`src/rtl/bot_line_follower.sv`:
```
// Rojobot line follower: steers from line/proximity sensors once per register update.
// Outputs register one clock after an upd_sysregs toggle; a stalled update stream trips FAULT.
module bot_line_follower #(
  parameter logic [2:0]        FWD_SPD      = 3'd4,
  parameter logic [2:0]        TURN_SPD     = 3'd2,
  parameter logic [7:0]        SEARCH_LIMIT = 8'd16,
  parameter int                WDOG_W       = 24,
  parameter logic [WDOG_W-1:0] WDOG_CYCLES  = 24'd5_000_000
) (
  input  logic       clk,
  input  logic       reset,
  input  logic       enable,
  input  logic       upd_sysregs,
  input  logic [7:0] Sensors,
  output logic [7:0] MotCtl,
  output logic [2:0] nav_state,
  output logic [7:0] upd_count,
  output logic       fault
);

  typedef enum logic [2:0] {
    IDLE   = 3'd0,
    FWD    = 3'd1,
    TURN_L = 3'd2,
    TURN_R = 3'd3,
    SEARCH = 3'd4,
    STOP   = 3'd5,
    FAULT  = 3'd6
  } state_t;

  localparam logic [WDOG_W-1:0] WDOG_TERM   = WDOG_CYCLES - {{(WDOG_W-1){1'b0}}, 1'b1};
  localparam logic [7:0]        SEARCH_TERM = SEARCH_LIMIT - 8'd1;

  state_t            state;
  state_t            state_nxt;
  logic              upd_prev;
  logic              upd_evt;
  logic [7:0]        search_cnt;
  logic [7:0]        search_nxt;
  logic [WDOG_W-1:0] wdog_cnt;
  logic [WDOG_W-1:0] wdog_nxt;
  logic              wdog_term;
  logic              prox;
  logic [2:0]        line;
  logic              unused_sensors;

  assign upd_evt        = upd_sysregs != upd_prev;
  assign wdog_term      = wdog_cnt == WDOG_TERM;
  assign prox           = Sensors[4] | Sensors[3];
  assign line           = Sensors[2:0];
  assign nav_state      = state;
  assign unused_sensors = ^Sensors[7:5];

  // Line bits are active-low: a 0 means that sensor sees the black line.
  function automatic state_t line_decode(input logic [2:0] l);
    state_t s;
    case (l)
      3'b000:         s = STOP;
      3'b111:         s = SEARCH;
      3'b101, 3'b010: s = FWD;
      3'b011, 3'b001: s = TURN_L;
      default:        s = TURN_R;
    endcase
    return s;
  endfunction

  function automatic logic [7:0] motor_byte(input state_t s);
    logic [7:0] m;
    case (s)
      FWD:     m = {FWD_SPD, 1'b1, FWD_SPD, 1'b1};
      TURN_L:  m = {TURN_SPD, 1'b1, FWD_SPD, 1'b1};
      TURN_R:  m = {FWD_SPD, 1'b1, TURN_SPD, 1'b1};
      SEARCH:  m = {TURN_SPD, 1'b0, TURN_SPD, 1'b1};
      default: m = 8'h00;
    endcase
    return m;
  endfunction

  always_comb begin
    state_nxt  = state;
    search_nxt = search_cnt;
    wdog_nxt   = wdog_cnt;

    if (!enable || upd_evt)
      wdog_nxt = '0;
    else if (state != IDLE && !wdog_term)
      wdog_nxt = wdog_cnt + {{(WDOG_W-1){1'b0}}, 1'b1};

    if (!enable) begin
      state_nxt  = IDLE;
      search_nxt = 8'd0;
    end else if (state == FAULT) begin
      state_nxt = FAULT;
    end else if (state == state_t'(3'd7)) begin
      state_nxt = IDLE;
    end else if (wdog_term && !upd_evt && state != IDLE) begin
      state_nxt = FAULT;
    end else if (upd_evt) begin
      if (prox) begin
        state_nxt = STOP;
      end else if (line == 3'b111) begin
        if (state == SEARCH) begin
          if (search_cnt == SEARCH_TERM)
            state_nxt = FAULT;
          else
            search_nxt = search_cnt + 8'd1;
        end else begin
          state_nxt  = SEARCH;
          search_nxt = 8'd1;
        end
      end else begin
        state_nxt = line_decode(line);
      end
    end

    if (state_nxt != SEARCH)
      search_nxt = 8'd0;
  end

  always_ff @(posedge clk or negedge reset) begin
    if (!reset) begin
      state      <= IDLE;
      upd_prev   <= 1'b0;
      search_cnt <= 8'd0;
      wdog_cnt   <= '0;
      MotCtl     <= 8'h00;
      upd_count  <= 8'd0;
      fault      <= 1'b0;
    end else begin
      state      <= state_nxt;
      upd_prev   <= upd_sysregs;
      search_cnt <= search_nxt;
      wdog_cnt   <= wdog_nxt;
      MotCtl     <= motor_byte(state_nxt);
      fault      <= state_nxt == FAULT;
      if (upd_evt)
        upd_count <= upd_count + 8'd1;
    end
  end

endmodule

```
`config.mk`:
```
export PLATFORM = sky130hd
export DESIGN_NAME = bot_line_follower
export DESIGN_NICKNAME = d
export VERILOG_FILES = /design/src/rtl/bot_line_follower.sv
export SDC_FILE = /design/constraint.sdc
export NUM_CORES = 1
export LEC_CHECK = 0
export BUFFER_PORTS_ARGS = -buffer_cell sky130_fd_sc_hd__buf_2
export CAP_MARGIN = 20
export CORE_UTILIZATION = 50
export CTS_CLUSTER_DIAMETER = 150
export DETAILED_ROUTE_END_ITERATION = 7
export HOLD_SLACK_MARGIN = 0.06
export PLACE_DENSITY = 0.68
export SYNTH_ARGS = -nofsm -noshare
export SYNTH_HDL_FRONTEND = slang
export SYNTH_SLANG_ARGS = --single-unit
export TNS_END_PERCENT = 20
```
`constraint.sdc`:
```
create_clock -name clk -period 5.8 [get_ports clk]
set_input_delay 0.29 -clock clk [delete_from_list [all_inputs] [get_ports clk]]
set_output_delay 0.29 -clock clk [all_outputs]
set_load 0.05 [all_outputs]
```
# Word level (Yosys, flattened, before mapping)
# Cells that the tools add are included.
classes:
  addsub: 3
  eq_ne: 24
  mux: 23
  n_bitwise: 1
  n_reduce_logical: 13
ops:
  columns: ["cell", "n"]
  rows:
  - ["8-bit two-way mux", 10]
  - ["24-bit two-way mux", 2]
  - ["8-bit case mux with 4 select lines", 1]
  - ["3-bit two-way mux", 9]
  - ["24-bit by 1-bit adder with 24-bit output (second input constant)", 1]
  - ["24-bit by 23-bit == test with 1-bit output (second input constant)", 1]
  - ["3-bit == test (second input constant)", 7]
  - ["8-bit by 1-bit adder with 8-bit output (second input constant)", 2]
  - ["3-bit by 2-bit == test with 1-bit output (second input constant)", 4]
  - ["3-bit by 2-bit != test with 1-bit output (second input constant)", 4]
  - ["3-bit case mux with 3 select lines", 1]
  - ["8-bit by 4-bit == test with 1-bit output (second input constant)", 1]
  - ["7-bit AND reduction", 1]
  - ["3-bit by 1-bit == test with 1-bit output (second input constant)", 2]
  - ["3-bit by 1-bit != test with 1-bit output (second input constant)", 2]
  - ["4-bit by 3-bit != test with 1-bit output (second input constant)", 1]
  - ["2-bit OR reduction", 2]
  - ["1-bit logical AND", 3]
  - ["1-bit zero test", 3]
  - ["3-bit zero test", 1]
  - ["3-bit != test (second input constant)", 1]
  - ["3-bit nonzero test", 1]
  - ["2-bit nonzero test", 1]
  - ["1-bit logical OR", 1]
  - ["2 further kinds", 2]
totals:
  reg_bits: 53
  in_bits: 12
  out_inout_bits: 20
  wordCells: 71

# Logic depth before layout (Yosys ltp)
logic_depth:
  ltp_word: 13
  mapped_depth: 8
  mapped_depth_nobuf: 7

# Worst setup path before layout
# Ideal clock, no wire load.
synth_timing:
  path_type: "register to register"
  startpoint: "reg state[2] (netlist: nav_state[2])"
  endpoint: "reg search_cnt[3]"
  setup_time_ps: 84
  arrival_ps: 2164
  t_required_ps: 5716
  path_slack_ps: 3552
  path_stages_with_launch: 7
  path_buffers: 0
  cell_sequence: "dfrtp_1 nor3b_4 a311o_1 a21oi_4 nand2_4 or4_1 a31oi_1"
synth_between:
  elab_chain_cells: 12
  elab_cells_between_ends: 32
synth_lines:
  columns: ["element", "line", "source"]
  rows:
  - ["start, declared", "34", "state_t state;"]
  - ["start signal, assigned", "130", "state <= state_nxt;"]
  - ["3-bit == test or 3-bit two-way mux (tied branches)", "102, 103", null]
  - ["3-bit two-way mux", "102", "if (state == SEARCH) begin"]
  - ["3-bit two-way mux", "101", "end else if (line == 3'b111) begin"]
  - ["3-bit two-way mux", "99", "if (prox) begin"]
  - ["3-bit two-way mux", "98", "end else if (upd_evt) begin"]
  - ["3-bit two-way mux", "96", "end else if (wdog_term && !upd_evt && state != IDLE) begin"]
  - ["3-bit two-way mux", "94", "end else if (state == state_t'(3'd7)) begin"]
  - ["3-bit two-way mux", "92", "end else if (state == FAULT) begin"]
  - ["3-bit two-way mux", "89", "if (!enable) begin"]
  - ["3-bit != test", "116", "if (state_nxt != SEARCH)"]
  - ["4-bit by 3-bit != test with 1-bit output (no source line) (tied with other cells)", null, null]
  - ["7-bit AND reduction (no source line)", null, null]
  - ["end signal, assigned", "132", "search_cnt <= search_nxt;"]
  - ["end, declared", "38", "logic [7:0] search_cnt;"]
# Parallel ways exist; a longest one is shown, timed or not. The select of a mux whose other input is x is not followed.
# A chain may end at the register's enable or synchronous reset.

# Worst setup path after layout
layout_timing:
  startpoint: "reg wdog_cnt[6]"
  endpoint: "reg search_cnt[3]"
layout_between:
  elab_chain_cells: 10
  elab_cells_between_ends: 17
layout_lines:
  columns: ["element", "line", "source"]
  rows:
  - ["start, declared", "40", "logic [WDOG_W-1:0] wdog_cnt;"]
  - ["start signal, assigned", "133", "wdog_cnt <= wdog_nxt;"]
  - ["24-bit by 23-bit == test with 1-bit output (*)", "48", "assign wdog_term = wdog_cnt == WDOG_TERM;"]
  - ["1-bit logical AND (*) (2 in a row)", "96", null]
  - ["3-bit two-way mux", "96", null]
  - ["3-bit two-way mux", "94", null]
  - ["3-bit two-way mux", "92", null]
  - ["3-bit two-way mux", "89", null]
  - ["3-bit != test", "116", null]
  - ["4-bit by 3-bit != test with 1-bit output (no source line) (tied with other cells)", null, null]
  - ["7-bit AND reduction (no source line)", null, null]
# Mark *: on every way between the ends. The rest lies on a longest branch, timed or not.

==> flow_results.org <==
** Clock tree
- Clock tree synthesis selected as its root buffer the cell clkbuf_8.
- The later pin in the worst-skew pair is clocked with a latency of 300 ps.
- TritonCTS built the clock tree.
- Maximum clock insertion buffer count :: 2
- Counting the buffers created by CTS gives 5.
- After clock tree synthesis, the flow added hold-fix buffers numbering 0.
- # H-tree levels :: 2
- The tree built by TritonCTS fans out to 51 sinks.
- After clock tree synthesis, the repair step resized 0 gates.
- In this run the post-CTS setup repair buffer count came out at 0.
- Clk slew on worst S/H paths :: 90 ps

** Outcome
- Run status :: completed

** Pwr
- Power density of the placed cells :: slightly below 300 nW/µm²
- The internal power of the cells totals 0.537 mW.
- Comb pwr share :: 0.267
- Across the VDD grid, the largest voltage drop is roughly 140 µV.
- Switching share of power :: 0.368
- Total power for the finished layout comes to 0.849 mW.
- Fraction of power consumed by sequential logic :: 0.490
- Leak Pwr :: approximately 1.2 nW
- Sw power :: approximately 0.31 mW
- Power share of the clock group :: 0.243

** Die
- Chip Width :: 74.9 µm
- Initial core utilization :: 0.520
- In this run the core area contains 26 standard-cell rows.
- After floorplanning, the core was sized to cover between 5000 and 6000 µm².
- Die ar. :: 5610 µm²
- Pin placement for this block handled 32 I/O pins.
- Floorplan die height :: between 70 and 80 µm

** STA
- Worst-case headroom to the max-slew limit :: 0.470
- Total negative slack :: 0 ps
- # setup viols final :: 0
- At the pin with the least slew margin, the transition time is slightly below 800 ps.
- Static timing analysis puts the maximum clock frequency at between 0.4 and 0.5 GHz.
- The final hold violation count came to 0.
- Final critical-path required period :: between 2000 and 2500 ps
- Final clock skew :: a little under 6 ps
- In the finished design, the share of the clock period the worst path needs comes to 0.430.
- Final-report max-slew violation count :: 0
- Setup repair after global routing left no endpoint under its margin.
- Setup slack on the critical path of the routed design comes to about 3300 ps.

** Placed design
- Placement-stage cell area :: 2850 µm²
- At the end of routability-driven placement, the weighted congestion stood at around 0.78.
- Placed wire-length estimate :: ~3.6 mm
- Worst slack at placement :: ~3300 ps
- The count of buffers added on input and output ports is 26.

** Setup path
- Critical path class :: reg2reg
- Capturing instance or port of the critical path :: search_cnt[3]
- Worst path slowest cell :: or4_1
- Crit path from :: wdog_cnt[6]
- Data arrives at the worst endpoint at roughly 2700 ps.
- Worst reg2reg path startpoint :: wdog_cnt[6]
- Sort of element at the start of the critical path :: flop
- Setup slack on the worst reg-to-reg path comes out at between 3000 and 4000 ps.
- Top fanout value on the critical path :: 8
- R2R cell count :: 6
- For this run, the slowest stage of the critical path takes about 640 ps.
- Data required time at the worst endpoint :: 6030 ps
- Cell Chain, Critical Path :: nor4b_1 > nand4_1 > or4_1 > nand3_2 > nand4_2 > a31oi_1
- Endpoint of the worst-slack reg-to-reg timing path :: search_cnt[3]
- Critical Path Sink Type :: flop

** Layout
- Net count reported at finish :: roughly 310
- Measured on the finished design, the core utilization comes to 0.575.
- The layout has 467 filler cells.
- Non-Filler Cell Area, Final :: 2940 µm²
- Most common cell after layout, fill and taps aside :: dfrtp_1
- Layout-stage area growth over the synthesis result :: 10.5%
- Total inserted antenna cells :: 0
- Commonest cells after routing, fill and taps aside :: 51 x dfrtp_1, 37 x nor2_1, 27 x nand2_1
- Of the cells placed in the final design, the portion with a size suffix greater than 1 is 0.164.

** Logic synthesis
- The share of the Yosys chip area taken by registers is 0.480.
- The Yosys step of the flow raised 0 warnings.
- Average cell area after synthesis :: around 9.8 µm²
- Primary flip-flop cell chosen by synthesis mapping :: dfrtp_1
- Register bit count reported by yosys :: 51
- Number of cells produced by synthesis :: roughly 270
- Proportion of register bits with asynchronous set or reset after synthesis :: 1.00
- The largest total area in the synthesized netlist belongs to dfrtp_1.
- Of the post-synthesis cell area, the dominant cell type holds 0.480.
- By area the synthesized netlist is led by dfrtp_1 48%, xor2_1 5.3%, nor2_1 5.2%.
- Post-synthesis cell area :: 2660 µm²
- In this run, distinct cell masters in the synthesized netlist total 53.
- Number of flops mapped to enable cells by yosys :: 0

** Drt
- The routed design has roughly 5.1 mm of wire.
- The detailed router placed between 2,000 and 2,500 vias in this run.
- Antenna Nets Post-Route :: 0
- For this block, the initial DRC count from the detailed router was between 100 and 150.
- Avg WL per Cell :: 13.7 µm
- For this run, design rule violations remaining after detail routing come to 0.
- Before antenna repair, the detailed router went through 4 iterations.
- Via density per instance :: 5.56

** Global route
- The number of antenna violations at the first check in global routing came to 0.
- First-pass GRT wire length :: 8.54 mm
- Number of global-route vias before repair :: roughly 1,900
- Maximum number of pins on one net before global-route repair :: between 50 and 60
- The total overflow left after global routing is 0.
- For this run, the total global-route usage over all layers was measured as 0.200.

** Min path
- Type of the most critical hold path :: in2async

** Job
- Across the run, the number of max-cap violations was 0.
## state kept, by name, summed over array words and instances, names as in the netlist
signal	cells
upd_count	8
MotCtl	6
fault	1
search_cnt	8
upd_prev	1
nav_state	3
wdog_cnt	24
## layer usage
layer / global-route usage / vias up / part of all wire
met5: 0 / - / 0
met4: 0.0629 / 0 / 0.014
met3: 0.0415 / 8 / 0.037
li1: - / 1014 / -
met1: 0.277 / 994 / 0.50
met2: 0.315 / 35 / 0.45
## layout make-up
| class | count | area [µm²] | area share |
|---|---|---|---|
| well taps | 70 | 87.6 | 0.0298 |
| multi-input cells | 208 | 1320 | 0.451 |
| clock inverters | 1 | 5.00 | 0.00171 |
| repair buffers | 27 | 138 | 0.0469 |
| clock buffers | 6 | 82.6 | 0.0281 |
| inverters | 6 | 22.5 | 0.00767 |
| flip-flops and latches | 51 | 1280 | 0.435 |
## synth_stat cells, types with 2 or more instances
master,count
and3_1,2
buf_4,3
xor2_1,16
ha_1,3
nand2_1,27
and4_1,3
a31oi_1,3
o31ai_1,2
or3_1,6
nor4_1,5
nor3_1,2
and2_2,2
nand3_1,18
inv_1,5
clkbuf_1,4
nor2b_1,2
xnor2_1,15
nand4_2,2
nor2_1,37
o21ai_0,10
a21oi_1,9
dfrtp_1,51
or4_1,3
nand4_1,12
## worst max-delay path, delay by kind of cell (launching register included)
kind,cells,cell delay (ps)
flip-flops,1,420
AND/OR/NAND/NOR,5,1770
AO/OA/AOI/OAI,1,220
## cell families (layout without fill, tap and decap cells)
logic type / Yosys count / in the layout / share of synthesized area
AND/OR/NAND/NOR: 134 / 134 / 0.275
buffers and inverters: 13 / 40 / 0.0226
adder cells (fa/ha/maj): 3 / 3 / 0.0141
flip-flops: 51 / 51 / 0.480
XOR/XNOR: 32 / 32 / 0.108
AO/OA/AOI/OAI: 36 / 36 / 0.0947
other: 1 / 2 / 0.00141
multiplexers: 1 / 1 / 0.00377
## through the flow
stage	hold slack, ps	cells
2_1_floorplan	-5.59	272
3_3_place_gp	446	362
3_5_place_dp	445	362
4_1_cts	116	369
5_1_grt	152	369
6_report	88.2	369
## power groups by stage
stage | clock network, mW | registers (mW) | logic, mW
final | 0.206 | 0.416 | 0.227
after floorplan | 0 | 0.522 | 0.0722
after global placement | 0 | 0.422 | 0.226
after CTS | 0.213 | 0.417 | 0.229
after detailed placement | 0 | 0.424 | 0.228
after global routing | 0.224 | 0.422 | 0.248
## worst min path at each step
stage                   end  cells after the start
2_1_floorplan     MotCtl[0]                      0
3_3_place_gp   upd_count[7]                      2
3_5_place_dp   upd_count[7]                      2
4_1_cts        upd_count[7]                      2
5_1_grt            upd_prev                      1
6_report       upd_count[7]                      2
No activity file was read; power rests on OpenSTA's default activity.
